[config.mk]
export PLATFORM = sky130hd
export DESIGN_NAME = hdmi_pattern_gen
export DESIGN_NICKNAME = d
export VERILOG_FILES = /design/src/rtl/hdmi_pattern_gen.sv
export SDC_FILE = /design/constraint.sdc
export NUM_CORES = 1
export LEC_CHECK = 0
export BUFFER_PORTS_ARGS = -buffer_cell sky130_fd_sc_hd__buf_2
export CAP_MARGIN = 0
export CORE_ASPECT_RATIO = 1.1
export CORE_UTILIZATION = 25
export CTS_BUF_LIST = sky130_fd_sc_hd__clkbuf_4 sky130_fd_sc_hd__clkbuf_8
export CTS_CLUSTER_DIAMETER = 80
export CTS_CLUSTER_SIZE = 14
export DETAILED_ROUTE_END_ITERATION = 8
export HOLD_SLACK_MARGIN = 0.02
export MAX_ROUTING_LAYER = met4
export SLEW_MARGIN = 20
export SYNTH_ARGS = -nofsm -noshare
export SYNTH_HDL_FRONTEND = slang
export SYNTH_SLANG_ARGS = --single-unit
[constraint.sdc]
create_clock -name clk_pixel -period 4.55 [get_ports clk_pixel]
set_clock_uncertainty 0.15 [all_clocks]
set_input_delay 0 -clock clk_pixel [delete_from_list [all_inputs] [get_ports clk_pixel]]
set_output_delay 0 -clock clk_pixel [all_outputs]
set_load 0.005 [all_outputs]
[src/rtl/hdmi_pattern_gen.sv]
// hdmi_pattern_gen: frame-synchronous video test-pattern source driven by hdmi scan coordinates.
// Modes: solid, colour bars, checkerboard, gradient, LFSR noise, row-code stripes.
module hdmi_pattern_gen #(
   parameter int                      COLOR_BITS    = 8,
   parameter int                      X_WIDTH       = 10,
   parameter int                      Y_WIDTH       = 10,
   parameter int                      ACTIVE_W      = 640,
   parameter int                      ACTIVE_H      = 480,
   parameter int                      CELL_SHIFT    = 4,
   parameter logic [3*COLOR_BITS-1:0] LFSR_SEED     = 24'hACE001,
   parameter logic [7:0]              ROW_CODE_BASE = 8'h30
) (
   input  logic                      clk_pixel,
   input  logic                      rst_n,
   input  logic [X_WIDTH-1:0]        cx,
   input  logic [Y_WIDTH-1:0]        cy,
   input  logic [2:0]                mode,
   input  logic                      noise_freeze,
   output logic [3*COLOR_BITS-1:0]   rgb,
   output logic [7:0]                row_code,
   output logic                      frame_start,
   output logic [15:0]               frame_count
);
   localparam int RW    = 3*COLOR_BITS;
   localparam int BAR_W = ACTIVE_W/8;
   localparam int BW    = Y_WIDTH - CELL_SHIFT;

   logic [2:0]    r_mode;
   logic [RW-1:0] r_lfsr;
   logic [BW-1:0] r_band;
   logic          w_fs, w_active, w_reseed, w_fb;
   logic [2:0]    w_mode, w_bar;
   logic [RW-1:0] w_lfsr, w_rgb;
   logic [7:0]    w_code;
   logic [BW-1:0] w_band;

   // Palette index bits map directly to absent channels: white,yellow,cyan,green,magenta,red,blue,black.
   function automatic logic [RW-1:0] pal(input logic [2:0] idx);
      return {{COLOR_BITS{~idx[1]}}, {COLOR_BITS{~idx[2]}}, {COLOR_BITS{~idx[0]}}};
   endfunction

   always_comb begin
      w_bar = '0;
      for (int i = 1; i < 8; i++)
         if (32'(cx) >= i*BAR_W) w_bar = 3'(i);
   end

   always_comb begin
      w_fs     = (cx == '0) && (cy == '0);
      w_active = (32'(cx) < ACTIVE_W) && (32'(cy) < ACTIVE_H);
      w_mode   = w_fs ? mode : r_mode;
      w_reseed = w_fs && noise_freeze;
      w_lfsr   = w_reseed ? LFSR_SEED : r_lfsr;
      w_fb     = r_lfsr[RW-1] ^ r_lfsr[RW-2] ^ r_lfsr[RW-3] ^ r_lfsr[RW-8];
      w_band   = cy[Y_WIDTH-1:CELL_SHIFT];
      w_code   = (cy == '0) ? ROW_CODE_BASE : (w_band != r_band) ? row_code + 8'd1 : row_code;
      case (w_mode)
         3'd1:    w_rgb = pal(w_bar);
         3'd2:    w_rgb = {RW{cx[CELL_SHIFT] ^ cy[CELL_SHIFT]}};
         3'd3:    w_rgb = {3{cx[COLOR_BITS-1:0]}};
         3'd4:    w_rgb = w_lfsr;
         3'd5:    w_rgb = pal(w_code[2:0]);
         default: w_rgb = '0;
      endcase
      if (!w_active) w_rgb = '0;
   end

   always_ff @(posedge clk_pixel or negedge rst_n)
      if (!rst_n) begin
         r_mode      <= '0;
         r_lfsr      <= LFSR_SEED;
         r_band      <= '0;
         rgb         <= '0;
         row_code    <= ROW_CODE_BASE;
         frame_start <= 1'b0;
         frame_count <= '0;
      end else begin
         r_mode      <= w_mode;
         r_lfsr      <= w_reseed ? LFSR_SEED : w_active ? {r_lfsr[RW-2:0], w_fb} : r_lfsr;
         r_band      <= w_band;
         rgb         <= w_rgb;
         row_code    <= w_code;
         frame_start <= w_fs;
         frame_count <= frame_count + {15'd0, w_fs};
      end
endmodule

==> impl_metrics.json, run 1 <==
{
  "cts-hold-fix-buffers": 23,
  "power_leakage_nw": 2.17,
  "crit_path_start": "cx[2]",
  "max_freq_ghz": 0.239,
  "worst_ep_arrival_time_ps": 4230,
  "coreArea_sq_um": 14400,
  "synth_nets": 393,
  "syn_inst": 364,
  "power_frac_clock_pct": 35.5,
  "place_hpwl_um": 6920,
  "die_y_um": 130,
  "pin_count": 75,
  "fin_cells": 657,
  "ant_nets": 0,
  "cts_tree": "built",
  "first_global_vias": 3084,
  "grt_overflow_total": 0,
  "setup_ws_ps": 363,
  "drv_slew": 0,
  "p_sw_share_pct": 29.0,
  "syn-cell-area_sq_um": 3710,
  "grt_start_max_net_pins": 83,
  "worst-path-max-fanout": 24,
  "required_ps": 4590,
  "cts_buffers": 9,
  "hold_slack_ps": 64.1,
  "grt_pass1_wl_um": 16200,
  "num_rows": 46,
  "dpl.cell_count": 618,
  "drtIter0Drc": 114,
  "port_buffers": 74,
  "startpoint_type": "primary input",
  "antenna_found_initial": 0,
  "routed_via_density": 4.64,
  "fin_setup_tns_ps": 0,
  "ir_drop_mv": 0.167,
  "period_minus_slack_ps": 4190,
  "seq_power_share_pct": 51.3,
  "hold_viol_final": 0,
  "place_area_sq_um": 4260,
  "run_status": "finished clean",
  "dieArea_sq_um": 15300,
  "fin_area_sq_um": 4710,
  "grt_use_total_pct": 14.2,
  "p_int_mw": 1.17,
  "ys.flop_type": "dfrtp_1",
  "worstMarginPinSlew_ps": 1010,
  "syn_to_final_growth_pct": 27.0,
  "start_util_pct": 25.7,
  "clock_sinks": 82,
  "fin_crit_sh_pct": 92.0,
  "drive_gt1_share_pct": 25.2,
  "cts.path.max_buffers": 2,
  "slew_headroom_pct": 32.9,
  "setup_violations": 0,
  "final_core_util_pct": 32.6,
  "wl_per_cell_um": 15.2,
  "place.gp.congestion": 0.810,
  "cts-root-buf": "clkbuf_8",
  "n_antenna_cell": 0,
  "min_from": "cx[5]",
  "cts_resized": 0,
  "wirelength_um": 9980,
  "cts-htree-levels": 3,
  "worst_r2r_startpoint": "r_band[4]$_DFF_PN0_",
  "route.vias.total": 3047,
  "synthDistinctLibCells": 52,
  "synth-edff-count": 0,
  "ys_warn_count": 0,
  "place_ws_ps": 1470,
  "maxCapViolCount": 0,
  "critPathCaptureType": "flip-flop",
  "p_per_area_nw_per_um2": 349,
  "post_cts_buffers": 0,
  "worst-setup-path-type": "in2reg",
  "rsz0062_at_grt": "false",
  "synth-async-reset-ratio_pct": 100,
  "drc_errors": 0,
  "firstDrtPassIters": 4,
  "insertion_delay_ps": 360,
  "yosysSeqAreaShare_pct": 55.7,
  "final_nets": 489,
  "ys_ff_latch": 82,
  "p_comb_share_pct": 13.2,
  "hold_class": "in2reg",
  "fin_total_pwr_mw": 1.64,
  "power_switching_uw": 476,
  "synth_area_per_cell_sq_um": 10.2,
  "path_clk_slew_ps": 90,
  "die_w_um": 118
}
==> cell families after synthesis <==
kind of cell | count (synthesis) | synth area share [%]
muxes | 4 | 1.35
DFF | 82 | 55.7
adders and majority gates | 3 | 1.01
AOI/OAI and AO/OA | 81 | 13.8
xor gates and xnor gates | 30 | 7.09
and+or+nand+nor | 144 | 18.1
buffers and inverters | 20 | 3.04
==> state kept, by name, indices dropped and copies added, names as in the netlist <==
name,cells
r_lfsr,24
r_band,6
frame_count,16
frame_start,1
rgb,24
r_mode,3
row_code,8
==> metal layers <==
metal	share of wire (%)	wire length, um	track usage (%)	up-vias
li1	-	-	-	1453
met1	42	4210	16.3	1497
met2	51	5060	24.1	77
met3	4.5	453	2.80	20
met4	2.6	256	6.03	0
met5	0	0	-	-
==> cells in the final DEF (no fill, tap or decap), types with 6 or more instances in the layout <==
cell / n
nand3_1: 16
dlygate4sd3_1: 23
and3_1: 6
buf_2: 73
a21oi_1: 20
nand2_1: 77
clkbuf_8: 10
xor2_1: 14
o21ai_0: 16
a31oi_1: 25
inv_1: 6
dfstp_2: 10
dfrtp_1: 72
xnor2_1: 16
nor2_1: 18
nand4_1: 6
o21ai_1: 7
==> worst max-delay path, stage by stage <==
cell and delay [ps]:
dlygate4sd3_1 550, buf_2 140, nor4_1 210, dlygate4sd3_1 600, nand4_1 100, dlygate4sd3_1 610
nor2_4 360, mux2i_2 580, inv_1 180, o31ai_4 790, a31oi_1 110
==> final cells by class <==
type | instances | area, sq um
inverter | 6 | 22.5
tap | 192 | 240
timing repair buffer | 99 | 622
sequential | 82 | 2060
multi-input combinational | 262 | 1540
clock buffer | 10 | 138
clock inverter | 6 | 80.1
fill | 1469 | 9740
==> final timing paths <==
check,slack (ps),endpoint,depth (start not counted)
hold / removal,60,rgb[13]$_DFF_PN0_,3
min in group asynchronous,70,r_band[3]$_DFF_PN0_,2
setup reg to reg,2040,rgb[14]$_DFF_PN0_,7
max in group asynchronous,3640,frame_count[3]$_DFF_PN0_,2
setup / recovery,360,rgb[5]$_DFF_PN0_,11
hold reg to reg,320,frame_count[15]$_DFF_PN0_,1
==> power by group through the flow <==
stage | sequential (mW) | clock (mW) | combinational (mW)
floorplan | 0.849 | 0 | 0.112
global placement | 0.855 | 0 | 0.201
detailed placement | 0.858 | 0 | 0.204
CTS | 0.844 | 0.602 | 0.220
global route | 0.853 | 0.633 | 0.247
finish | 0.843 | 0.584 | 0.217
==> synth_stat cells, drive strengths merged (6+ instances only) <==
cell type | n | area share, %
o21ai | 23 | 3.1
dfrtp | 72 | 49
clkbuf | 7 | 0.98
nand3 | 16 | 2.2
a31oi | 25 | 4.2
inv | 6 | 0.61
xnor2 | 16 | 3.8
nand2 | 77 | 7.8
nor2 | 20 | 2.2
nand4 | 7 | 1.4
dfstp | 10 | 7.1
buf | 7 | 1.5
xor2 | 14 | 3.3
and3 | 6 | 1.0
a21oi | 20 | 2.7
No activity file was read; power rests on OpenSTA's default activity.
==> run 2, diff against run 1 <==
--- a/config.mk
+++ b/config.mk
@@ -6,15 +6,16 @@
 export NUM_CORES = 1
 export LEC_CHECK = 0
 export BUFFER_PORTS_ARGS = -buffer_cell sky130_fd_sc_hd__buf_2
-export CAP_MARGIN = 0
+export CAP_MARGIN = 20
 export CORE_ASPECT_RATIO = 1.1
 export CORE_UTILIZATION = 25
 export CTS_BUF_LIST = sky130_fd_sc_hd__clkbuf_4 sky130_fd_sc_hd__clkbuf_8
 export CTS_CLUSTER_DIAMETER = 80
-export CTS_CLUSTER_SIZE = 14
+export CTS_CLUSTER_SIZE = 30
 export DETAILED_ROUTE_END_ITERATION = 8
 export HOLD_SLACK_MARGIN = 0.02
 export MAX_ROUTING_LAYER = met4
+export PLACE_DENSITY = 0.4
 export SLEW_MARGIN = 20
 export SYNTH_ARGS = -nofsm -noshare
 export SYNTH_HDL_FRONTEND = slang
==> run 2 against run 1 <==
  * Design area shrank 0.48%
  * Sequential share of layout area grew 0.21 points
  * Sequential power hardly changed
  * Wire length grew 4.2%
  * Non-clock buffer count fell by 4
  * Utilization decreased by 0.16 points
  * Global-route usage increased by 0.70 points
  * Combinational power is 2% lower
  * Largest power group unchanged
==> impl_metrics.json, run 2 (same netlist as run 1, synthesis figures left out) <==
{
  "ant_nets": 0,
  "path_cells": "dlygate4sd3_1, buf_2, nor4_1, dlygate4sd3_1, nand4_1, dlygate4sd3_1, nor2_4, mux2i_4, inv_1, o31ai_4, a31oi_1",
  "fin_area_sq_um": 4680,
  "hold_class": "in2reg",
  "num_rows": 46,
  "route.vias.total": 3006,
  "startpoint_type": "primary input",
  "hold_viol_final": 0,
  "wirelength_um": 10400,
  "place_hpwl_um": 7130,
  "clock_sinks": 82,
  "grt_use_total_pct": 14.9,
  "wl_per_cell_um": 15.9,
  "final_common_cell": "nand2_1",
  "fin_total_pwr_mw": 1.62,
  "grt_start_max_net_pins": 83,
  "pin_count": 75,
  "fin_crit_sh_pct": 90.8,
  "crit_buf_inv": 5,
  "drtIter0Drc": 155,
  "cts_buffers": 9,
  "firstDrtPassIters": 4,
  "worst-setup-path-type": "in2reg",
  "place.gp.congestion": 0.760,
  "die_y_um": 130,
  "syn_to_final_growth_pct": 26.4,
  "layout_common_cells": "77 x nand2_1, 73 x buf_2, 72 x dfrtp_1, 25 x a31oi_1",
  "period_minus_slack_ps": 4130,
  "rsz0062_at_grt": "false",
  "path_clk_slew_ps": 80,
  "place_area_sq_um": 4260,
  "drv_slew": 0,
  "place_ws_ps": 1370,
  "cts-root-buf": "clkbuf_8",
  "cts_tree": "built",
  "start_util_pct": 25.7,
  "regArea_sq_um": 2060,
  "top_regs": "r_lfsr x24, rgb x24, frame_count x16",
  "final_nets": 485,
  "p_per_area_nw_per_um2": 346,
  "routed_via_density": 4.60,
  "grt_overflow_total": 0,
  "dieArea_sq_um": 15300,
  "antenna_found_initial": 0,
  "fin_setup_tns_ps": 0,
  "crit_path_top_delay_cell": "o31ai_4",
  "n_antenna_cell": 0,
  "final_core_util_pct": 32.4,
  "power_leakage_nw": 2.16,
  "cp_common_cell": "dlygate4sd3_1",
  "post_cts_buffers": 0,
  "run_status": "finished clean",
  "hold_slack_ps": 32.9,
  "setup_violations": 0,
  "maxCapViolCount": 0,
  "insertion_delay_ps": 360,
  "max_freq_ghz": 0.242,
  "path_delay_family": "buffers and inverters",
  "drive_gt1_share_pct": 25.2,
  "worst_ep_arrival_time_ps": 4170,
  "slowest_delay_ps": 810,
  "cts-htree-levels": 3,
  "cts.path.max_buffers": 2,
  "coreArea_sq_um": 14400,
  "required_ps": 4590,
  "die_w_um": 118,
  "fillers": 1531,
  "critPathCaptureType": "flip-flop",
  "fin_cells": 653,
  "setup_ws_ps": 418,
  "dpl.cell_count": 617,
  "drc_errors": 0,
  "ir_drop_mv": 0.129,
  "multi_input_area_sq_um": 1560,
  "first_global_vias": 3115,
  "port_buffers": 74,
  "grt_pass1_wl_um": 16700,
  "slew_headroom_pct": 27.8,
  "worst-path-max-fanout": 24,
  "worstMarginPinSlew_ps": 1080
}
==> run 2: power by group <==
part / internal [mW] / switching [mW] / total [mW]
logic: 0.0936 / 0.118 / 0.212
clock network: 0.287 / 0.279 / 0.565
registers: 0.791 / 0.0517 / 0.843
==> run 2: repair_timing <==
item / 4_1_cts / 5_1_grt
hold endpoints to repair: 99 / 0
gates resized for setup: 0 / 1
hold buffers: 20 / 0
setup endpoints to repair: 0 / 5
==> run 2: final cells by class <==
type | count | area share [%]
tap | 192 | 5.13
timing repair buffer | 95 | 12.5
clock buffer | 11 | 3.23
multi-input combinational | 262 | 33.3
sequential | 82 | 44.1
inverter | 6 | 0.481
clock inverter | 5 | 1.31
==> run 2: worst register-to-register path: stages (launching register included) <==
cell and delay [ps]:
dfrtp_1 380, xor2_1 140, nor4_1 280, nand3_1 220
nand2_1 200, xor2_1 120, o221ai_1 650, a31oi_1 190
==> run 2: metal layers <==
metal	vias up	GRT usage [%]	part of all wire [%]
li1	1450	-	-
met1	1474	18.1	47
met2	66	24.3	48
met3	16	3.06	3.3
met4	0	5.96	1.9
met5	-	-	0
==> run 2: path summary, 6_finish.rpt <==
| kind | start | to | slack (ps) | cells past startpoint |
|---|---|---|---|---|
| worst max-delay path | cx[1] | rgb[4]$_DFF_PN0_ | 420 | 11 |
| worst min-delay path | cy[1] | row_code[7]$_DFFE_PN0P_ | 30 | 4 |
| worst max register to register | r_band[4]$_DFF_PN0_ | rgb[8]$_DFF_PN0_ | 2060 | 7 |
| worst min register to register | frame_count[15]$_DFF_PN0_ | frame_count[15]$_DFF_PN0_ | 320 | 1 |
| max in group asynchronous | rst_n | rgb[22]$_DFF_PN0_ | 3600 | 2 |
| min in group asynchronous | rst_n | r_band[4]$_DFF_PN0_ | 100 | 2 |
